==> src/rtl/obstacle_spawn_scheduler.sv <==
// obstacle_spawn_scheduler
// Owns three ground-obstacle slots for the runner game. Each live slot walks
// left one pixel per moveClk tick and retires once its right edge has left
// the screen. A countdown gap plus a 16-bit LFSR decide when the next
// obstacle appears and which cactus shape it gets. The block follows the
// game state: idle clears everything, play animates, over freezes the scene.
module obstacle_spawn_scheduler #(
  parameter int          ScreenW = 640,
  parameter int          InitGap = 120,
  parameter int          MinGap  = 200,
  parameter logic [15:0] Seed    = 16'hACE1
) (
  input  logic               moveClk,
  input  logic               rst,
  input  logic [1:0]         gameState,
  output logic signed [10:0] x0,
  output logic signed [10:0] x1,
  output logic signed [10:0] x2,
  output logic [3:0]         sel0,
  output logic [3:0]         sel1,
  output logic [3:0]         sel2,
  output logic [2:0]         active,
  output logic               spawnPulse
);

  // Controller states (legacy-compatible encoding)
  localparam logic [1:0] S_IDLE   = 2'd0;
  localparam logic [1:0] S_RUN    = 2'd1;
  localparam logic [1:0] S_FROZEN = 2'd2;

  // Game state encodings driven by the top-level game FSM
  localparam logic [1:0] GS_IDLE = 2'b00;
  localparam logic [1:0] GS_PLAY = 2'b01;

  localparam int                 NumSlots = 3;
  localparam int                 GapW     = 16;
  localparam logic signed [10:0] ParkX    = 11'(ScreenW);
  localparam logic [GapW-1:0]    InitGapV = GapW'(InitGap);
  localparam logic [GapW-1:0]    MinGapV  = GapW'(MinGap);

  // Shape widths in pixels: three small cacti followed by three large ones.
  function automatic logic [6:0] width_of(input logic [3:0] sel);
    logic [6:0] w;
    case (sel)
      4'd0:    w = 7'd17;
      4'd1:    w = 7'd34;
      4'd2:    w = 7'd51;
      4'd3:    w = 7'd25;
      4'd4:    w = 7'd50;
      4'd5:    w = 7'd75;
      default: w = 7'd0;
    endcase
    return w;
  endfunction

  // Folds the three random bits onto the six legal shapes (6->0, 7->1).
  function automatic logic [3:0] sel_from_bits(input logic [2:0] b);
    logic [2:0] r;
    r = (b >= 3'd6) ? (b - 3'd6) : b;
    return {1'b0, r};
  endfunction

  // True when the slot, after this tick's one-pixel step, is fully off the
  // left edge. Done at 12 bits so newX + width cannot wrap.
  function automatic logic retires(input logic signed [10:0] x,
                                   input logic [3:0]         sel);
    logic signed [11:0] new_x;
    logic signed [11:0] right_edge;
    new_x      = {x[10], x} - 12'sd1;
    right_edge = new_x + $signed({5'b00000, width_of(sel)});
    return (right_edge <= 12'sd0);
  endfunction

  // Fibonacci taps for x^16 + x^14 + x^13 + x^11 + 1, shifting left.
  function automatic logic [15:0] lfsr_next(input logic [15:0] s);
    logic fb;
    fb = s[15] ^ s[13] ^ s[12] ^ s[10];
    return {s[14:0], fb};
  endfunction

  logic [1:0]         state_q, state_d;
  logic [GapW-1:0]    gap_q,   gap_d;
  logic [15:0]        lfsr_q,  lfsr_d;
  logic [2:0]         act_q,   act_d;
  logic               pulse_q, pulse_d;
  logic signed [10:0] x_q   [NumSlots];
  logic signed [10:0] x_d   [NumSlots];
  logic [3:0]         sel_q [NumSlots];
  logic [3:0]         sel_d [NumSlots];

  logic               do_clear;
  logic               do_run;
  logic               spawn_done;
  logic [3:0]         spawn_sel;
  logic [GapW-1:0]    spawn_gap;

  // Shape and follow-up gap a spawn on this tick would use.
  always_comb begin
    spawn_sel = sel_from_bits(lfsr_q[2:0]);
    spawn_gap = MinGapV + {{(GapW-7){1'b0}}, lfsr_q[9:3]};
  end

  // Next-state logic: mode transitions, slot movement/retire and spawning.
  always_comb begin
    state_d    = state_q;
    gap_d      = gap_q;
    act_d      = act_q;
    pulse_d    = 1'b0;
    lfsr_d     = lfsr_next(lfsr_q);
    do_clear   = 1'b0;
    do_run     = 1'b0;
    spawn_done = 1'b0;
    for (int i = 0; i < NumSlots; i++) begin
      x_d[i]   = x_q[i];
      sel_d[i] = sel_q[i];
    end

    case (state_q)
      S_IDLE: begin
        do_clear = 1'b1;
        if (gameState == GS_PLAY) state_d = S_RUN;
      end
      S_RUN: begin
        if (gameState == GS_PLAY)      do_run  = 1'b1;
        else if (gameState == GS_IDLE) state_d = S_IDLE;
        else                           state_d = S_FROZEN;
      end
      S_FROZEN: begin
        // Leaving game-over into play wipes the board on this tick and it
        // counts as the first RUN tick, exactly like leaving IDLE.
        if (gameState == GS_IDLE) begin
          state_d = S_IDLE;
        end else if (gameState == GS_PLAY) begin
          do_clear = 1'b1;
          state_d  = S_RUN;
        end
      end
      default: begin
        do_clear = 1'b1;
        state_d  = S_IDLE;
      end
    endcase

    if (do_run) begin
      for (int i = 0; i < NumSlots; i++) begin
        if (act_q[i]) begin
          if (retires(x_q[i], sel_q[i])) begin
            act_d[i] = 1'b0;
            x_d[i]   = ParkX;
          end else begin
            x_d[i] = x_q[i] - 11'sd1;
          end
        end
      end

      // Free-slot search uses act_q, so a slot retiring on this same tick
      // still looks occupied and can only be reused on the next one.
      if (gap_q != '0) begin
        gap_d = gap_q - 1'b1;
      end else begin
        for (int i = 0; i < NumSlots; i++) begin
          if (!act_q[i] && !spawn_done) begin
            act_d[i]   = 1'b1;
            x_d[i]     = ParkX;
            sel_d[i]   = spawn_sel;
            spawn_done = 1'b1;
          end
        end
        if (spawn_done) begin
          gap_d   = spawn_gap;
          pulse_d = 1'b1;
        end
      end
    end

    if (do_clear) begin
      act_d = '0;
      gap_d = InitGapV;
      for (int i = 0; i < NumSlots; i++) begin
        x_d[i]   = ParkX;
        sel_d[i] = '0;
      end
    end
  end

  // State registers; reset parks every slot off-screen and reloads the LFSR.
  always_ff @(posedge moveClk or posedge rst) begin
    if (rst) begin
      state_q <= S_IDLE;
      gap_q   <= InitGapV;
      lfsr_q  <= Seed;
      act_q   <= '0;
      pulse_q <= 1'b0;
      for (int i = 0; i < NumSlots; i++) begin
        x_q[i]   <= ParkX;
        sel_q[i] <= '0;
      end
    end else begin
      state_q <= state_d;
      gap_q   <= gap_d;
      lfsr_q  <= lfsr_d;
      act_q   <= act_d;
      pulse_q <= pulse_d;
      for (int i = 0; i < NumSlots; i++) begin
        x_q[i]   <= x_d[i];
        sel_q[i] <= sel_d[i];
      end
    end
  end

  assign x0         = x_q[0];
  assign x1         = x_q[1];
  assign x2         = x_q[2];
  assign sel0       = sel_q[0];
  assign sel1       = sel_q[1];
  assign sel2       = sel_q[2];
  assign active     = act_q;
  assign spawnPulse = pulse_q;

endmodule

==> config.mk <==
export PLATFORM = sky130hd
export DESIGN_NAME = obstacle_spawn_scheduler
export DESIGN_NICKNAME = d
export VERILOG_FILES = /design/src/rtl/obstacle_spawn_scheduler.sv
export SDC_FILE = /design/constraint.sdc
export NUM_CORES = 1
export LEC_CHECK = 0
export BUFFER_PORTS_ARGS = -buffer_cell sky130_fd_sc_hd__buf_2
export CORE_MARGIN = 5
export CORE_UTILIZATION = 56
export CTS_BUF_LIST = sky130_fd_sc_hd__clkbuf_8
export CTS_CLUSTER_DIAMETER = 60
export DETAILED_ROUTE_END_ITERATION = 8
export PLACE_DENSITY = 0.75
export RECOVER_POWER = 50
export SETUP_SLACK_MARGIN = 0.15
export SYNTH_ARGS = -nofsm -noshare
export SYNTH_HDL_FRONTEND = slang
export SYNTH_SLANG_ARGS = --single-unit
export TNS_END_PERCENT = 1
==> constraint.sdc <==
create_clock -name moveClk -period 6.15 [get_ports moveClk]
set_input_delay 0.9225 -clock moveClk [delete_from_list [all_inputs] [get_ports moveClk]]
set_output_delay 0.9225 -clock moveClk [all_outputs]
set_load 0.01 [all_outputs]
==> impl_results.html <==
<table>
<tr><th>Metric</th><th>Value</th></tr>
<tr><th colspan="2">Power</th></tr>
<tr><td>Cell leakage power</td><td>~3.1 nW</td></tr>
<tr><td>Clock power share</td><td>a little under two fifths</td></tr>
<tr><td>Fraction of power spent switching nets</td><td>roughly 29%</td></tr>
<tr><td>Part of the power in combinational logic</td><td>under 10%</td></tr>
<tr><td>Switching component of the power</td><td>around 0.00029 W</td></tr>
<tr><td>Power density of the placed cells</td><td>about 150 mW/mm^2</td></tr>
<tr><td>Int Power</td><td>0.0007124 W</td></tr>
<tr><td>Part of the power in registers</td><td>between 50% and 60%</td></tr>
<tr><td>Peak supply drop</td><td>~0.17 mV</td></tr>
<tr><th colspan="2">Timing</th></tr>
<tr><td>Post-route minimum period</td><td>between 4 and 5 ns</td></tr>
<tr><td>Worst hold slack</td><td>0.3616 ns</td></tr>
<tr><td>RSZ-0062 raised after global routing</td><td>false</td></tr>
<tr><td>Final worst path period share</td><td>65.09%</td></tr>
<tr><td>Number of endpoints with negative hold slack in the final report</td><td>0</td></tr>
<tr><td>Number of max-slew violations in the final report</td><td>0</td></tr>
<tr><td>Setup TNS</td><td>0 ns</td></tr>
<tr><td>Number of failing setup endpoints in the final timing report</td><td>0</td></tr>
<tr><td>Tightest Pin Transition</td><td>0.9947 ns</td></tr>
<tr><td>Achievable frequency</td><td>0.2498 GHz</td></tr>
<tr><td>Layout Skew</td><td>around 0.0086 ns</td></tr>
<tr><td>Max transition margin</td><td>around 34%</td></tr>
<tr><th colspan="2">Synth</th></tr>
<tr><td>Fraction of post-synthesis cell area in the top cell type by area</td><td>24.64%</td></tr>
<tr><td>Number of flip-flops and latches in the synthesized netlist</td><td>80</td></tr>
<tr><td>Post-synth cell types</td><td>89</td></tr>
<tr><td>Post-Syn Instances</td><td>approximately 740</td></tr>
<tr><td>Cell type with the largest total area after synthesis</td><td>dfrtp_1</td></tr>
<tr><td>Ranking of synthesized cells by area</td><td>dfrtp_1 (25%), ha_1 (12%), dfstp_2 (7.5%), inv_1 (5.4%), o21ai_0 (4.3%)</td></tr>
<tr><td>Post-synth top flop</td><td>dfrtp_1</td></tr>
<tr><td>Yosys warning total</td><td>0</td></tr>
<tr><td>Mapped Area</td><td>about 0.0063 sq mm</td></tr>
<tr><td>Syn avg cell area</td><td>~8.5 sq um</td></tr>
<tr><td>Sequential-to-total area share from yosys stat</td><td>32.15%</td></tr>
<tr><td>Share of flip-flops with an asynchronous set or reset</td><td>100.0%</td></tr>
<tr><td>Number of enable-type register cells in the synthesized netlist</td><td>0</td></tr>
<tr><th colspan="2">Global routing</th></tr>
<tr><td>GRT overflow</td><td>0</td></tr>
<tr><td>Global router's overall resource usage</td><td>between 20% and 30%</td></tr>
<tr><td>Number of global-route vias before repair</td><td>about 5300</td></tr>
<tr><td>Pin count of the biggest net entering global routing</td><td>81</td></tr>
<tr><td>Global-route wire length before repair</td><td>24680 um</td></tr>
<tr><td>Antenna violations before repair</td><td>0</td></tr>
<tr><th colspan="2">Die</th></tr>
<tr><td>IO Pins</td><td>53</td></tr>
<tr><td>Placeable core region</td><td>0.01094 sq mm</td></tr>
<tr><td>Vert. Die Dim</td><td>roughly 120 um</td></tr>
<tr><td>DIE AREA</td><td>about 0.013 sq mm</td></tr>
<tr><td>Horizontal extent of the die</td><td>about 120 um</td></tr>
<tr><td>Standard-cell rows</td><td>38</td></tr>
<tr><td>Initial Util</td><td>roughly 58%</td></tr>
<tr><th colspan="2">Drt</th></tr>
<tr><td>Final wirelength</td><td>between 10000 and 15000 um</td></tr>
<tr><td>1st-pass router iterations</td><td>5</td></tr>
<tr><td>Detailed Route Iter0 Violations</td><td>around 480</td></tr>
<tr><td>Via count</td><td>5697</td></tr>
<tr><td>Wirelength per Cell</td><td>roughly 16 um</td></tr>
<tr><td>Average via count per standard cell</td><td>6.132</td></tr>
<tr><td>Post-detailed-route count of antenna-violating nets</td><td>0</td></tr>
<tr><td>Remaining design rule violation count</td><td>0</td></tr>
<tr><th colspan="2">Cells and area</th></tr>
<tr><td>Number of nets at the end of the flow</td><td>851</td></tr>
<tr><td>Reg area</td><td>approximately 0.0020 sq mm</td></tr>
<tr><td>Synthesis-to-layout area growth</td><td>8.146%</td></tr>
<tr><td>Post-route core utilization</td><td>roughly 62%</td></tr>
<tr><td>Area used by multi-input combinational logic</td><td>0.003819 sq mm</td></tr>
<tr><td># fillers</td><td>972</td></tr>
<tr><td>Share of cells above drive strength 1</td><td>approximately an eighth</td></tr>
<tr><td>Antenna cells</td><td>0</td></tr>
<tr><th colspan="2">Clocking</th></tr>
<tr><td>Cts repair resizes</td><td>0</td></tr>
<tr><td>Hold Buf Count CTS</td><td>0</td></tr>
<tr><td>Clock network latency to the later pin of the worst-skew pair</td><td>about 0.36 ns</td></tr>
<tr><td>CTS buffer count</td><td>9</td></tr>
<tr><td>Number of levels the H-tree was split into</td><td>3</td></tr>
<tr><td>Root buf cell</td><td>clkbuf_8</td></tr>
<tr><td>CTS Buffer Depth</td><td>2</td></tr>
<tr><td>Postcts setup bufs</td><td>0</td></tr>
<tr><td>Clock transition at the registers of the reported paths</td><td>0.09 ns</td></tr>
<tr><td># clock sinks</td><td>80</td></tr>
<tr><td>CTS tree</td><td>built</td></tr>
<tr><th colspan="2">Place</th></tr>
<tr><td>Number of port buffers</td><td>49</td></tr>
<tr><td>Post-DP HPWL</td><td>between 10000 and 15000 um</td></tr>
<tr><td>Gpl congestion</td><td>a little under 0.9</td></tr>
<tr><th colspan="2">Worst setup path</th></tr>
<tr><td>CP Data Arrival Time</td><td>about 4.2 ns</td></tr>
<tr><td>CP required</td><td>between 6 and 7 ns</td></tr>
<tr><td>Startpoint class of the critical path</td><td>flip-flop</td></tr>
<tr><td>Critical Path End Type</td><td>flip-flop</td></tr>
<tr><td>Classification of the worst setup path</td><td>reg2reg</td></tr>
<tr><td>Worst Path Max Fanout</td><td>9</td></tr>
<tr><th colspan="2">Status</th></tr>
<tr><td>Status</td><td>finished, final reports clean</td></tr>
<tr><th colspan="2">Run</th></tr>
<tr><td>Number of max-cap violations</td><td>0</td></tr>
<tr><th colspan="2">Worst hold path</th></tr>
<tr><td>Worst hold path type</td><td>reg2reg</td></tr>
</table>
-- through the flow --
| stage | instances | instance area (sq um) | power, W | worst slack [ns] |
|---|---|---|---|---|
| final | 929 | 6810 | 0.0009989 | 2.147 |
| after global routing | 929 | 6810 | 0.001042 | 1.850 |
| after CTS | 929 | 6818 | 0.001006 | 2.152 |
| after detailed placement | 913 | 6633 | 0.0006366 | 2.159 |
| after global placement | 913 | 6633 | 0.0006343 | 2.326 |
| after floorplan | 744 | 6305 | 0.0006155 | 2.449 |
-- critical path: stages, from the launching register on --
cell and delay [ns]:
dfrtp_1 0.49, o21ai_0 0.28, nand2_1 0.09, ha_1 0.29
inv_1 0.04, ha_1 0.23, fa_1 0.43, or3b_2 0.46
a211oi_1 0.24, o221ai_1 0.19, a2111oi_2 0.38, a31oi_1 0.25
o21ai_1 0.36, o22ai_1 0.13
-- path summary, 6_finish.rpt --
kind	slack [ns]	cells past startpoint	from	to
min in group asynchronous	0.88	3	rst	gap_q[14]
worst max register to register	2.15	13	sel0[2]	x0[8]
worst min-delay path	0.36	0	lfsr_q[14]	lfsr_q[15]
max in group asynchronous	4.63	3	rst	sel2[2]
worst max-delay path	2.15	13	sel0[2]	x0[8]
worst min register to register	0.36	0	lfsr_q[14]	lfsr_q[15]
-- routing by layer --
| layer | vias up | global-route usage [%] | wire length (um) | share of wire (%) |
|---|---|---|---|---|
| met5 | - | 0 | 0 | 0 |
| met4 | 0 | 7.193 | 274 | 1.9 |
| met3 | 30 | 3.029 | 654 | 4.4 |
| met2 | 139 | 36.48 | 6874 | 47 |
| met1 | 2749 | 30.83 | 6920 | 47 |
| li1 | 2779 | - | - | - |
-- layout by cell type (no fill, tap or decap), types with 9 or more instances in the layout --
| cell type | count |
|---|---|
| o22ai_1 | 12 |
| dfstp_2 | 12 |
| a31oi_1 | 11 |
| ha_1 | 60 |
| nor4_1 | 10 |
| dfrtp_1 | 62 |
| xnor2_1 | 10 |
| a21oi_1 | 43 |
| inv_1 | 90 |
| nand3_1 | 24 |
| xor2_1 | 11 |
| o21ai_0 | 54 |
| buf_2 | 43 |
| clkbuf_8 | 9 |
| nand2_1 | 58 |
| nor2_1 | 44 |
| a211oi_1 | 9 |
| nand2b_1 | 14 |
| nand4_1 | 9 |
| nor3_1 | 25 |
| and2_1 | 9 |
-- logic make-up (layout without fill, tap and decap cells) --
kind of cell | Yosys count | in the layout | synth area share (%)
AO/OA/AOI/OAI | 218 | 218 | 24.10
XOR/XNOR | 21 | 21 | 2.921
adder cells (fa/ha/maj) | 63 | 63 | 12.88
buffers and inverters | 115 | 160 | 7.331
flip-flops | 80 | 80 | 32.15
multiplexers | 7 | 7 | 1.212
other | 1 | 3 | 0.05955
AND/OR/NAND/NOR | 237 | 237 | 19.35
-- final cells by class --
cell class                      instances  share of cell area, %
Multi-Input combinational cell        549                  56.07
Clock buffer                            9                  1.819
Inverter                               92                  5.089
Clock inverter                          7                 0.9002
Sequential cell                        80                  29.73
Tap cell                              140                  2.572
Timing Repair Buffer                   52                  3.821
-- flip-flops by register name (all words and copies together) (netlist names) --
register and cells:
active 3, gap_q 16, lfsr_q 16, sel0 3, sel1 3, sel2 3
spawnPulse 1, state_q 2, x0 11, x1 11, x2 11
-- cells in the mapped netlist, types with 12 or more instances --
library cell  instances
inv_1                91
nor2_1               44
ha_1                 60
dfrtp_1              62
o22ai_1              12
dfstp_2              18
o21ai_0              54
a21oi_1              43
nand2b_1             14
nor3_1               25
nand2_1              58
nand3_1              24
-- power by group through the flow --
stage	Sequential, W	Clock [W]	Combinational, W
2_1_floorplan	0.000547	0	0.0000687
3_3_place_gp	0.000549	0	0.0000856
3_5_place_dp	0.000549	0	0.0000877
4_1_cts	0.000539	0.000379	0.0000880
5_1_grt	0.000540	0.000401	0.000100
6_report	0.000539	0.000372	0.0000882
Power figures use the tool's default switching activity.
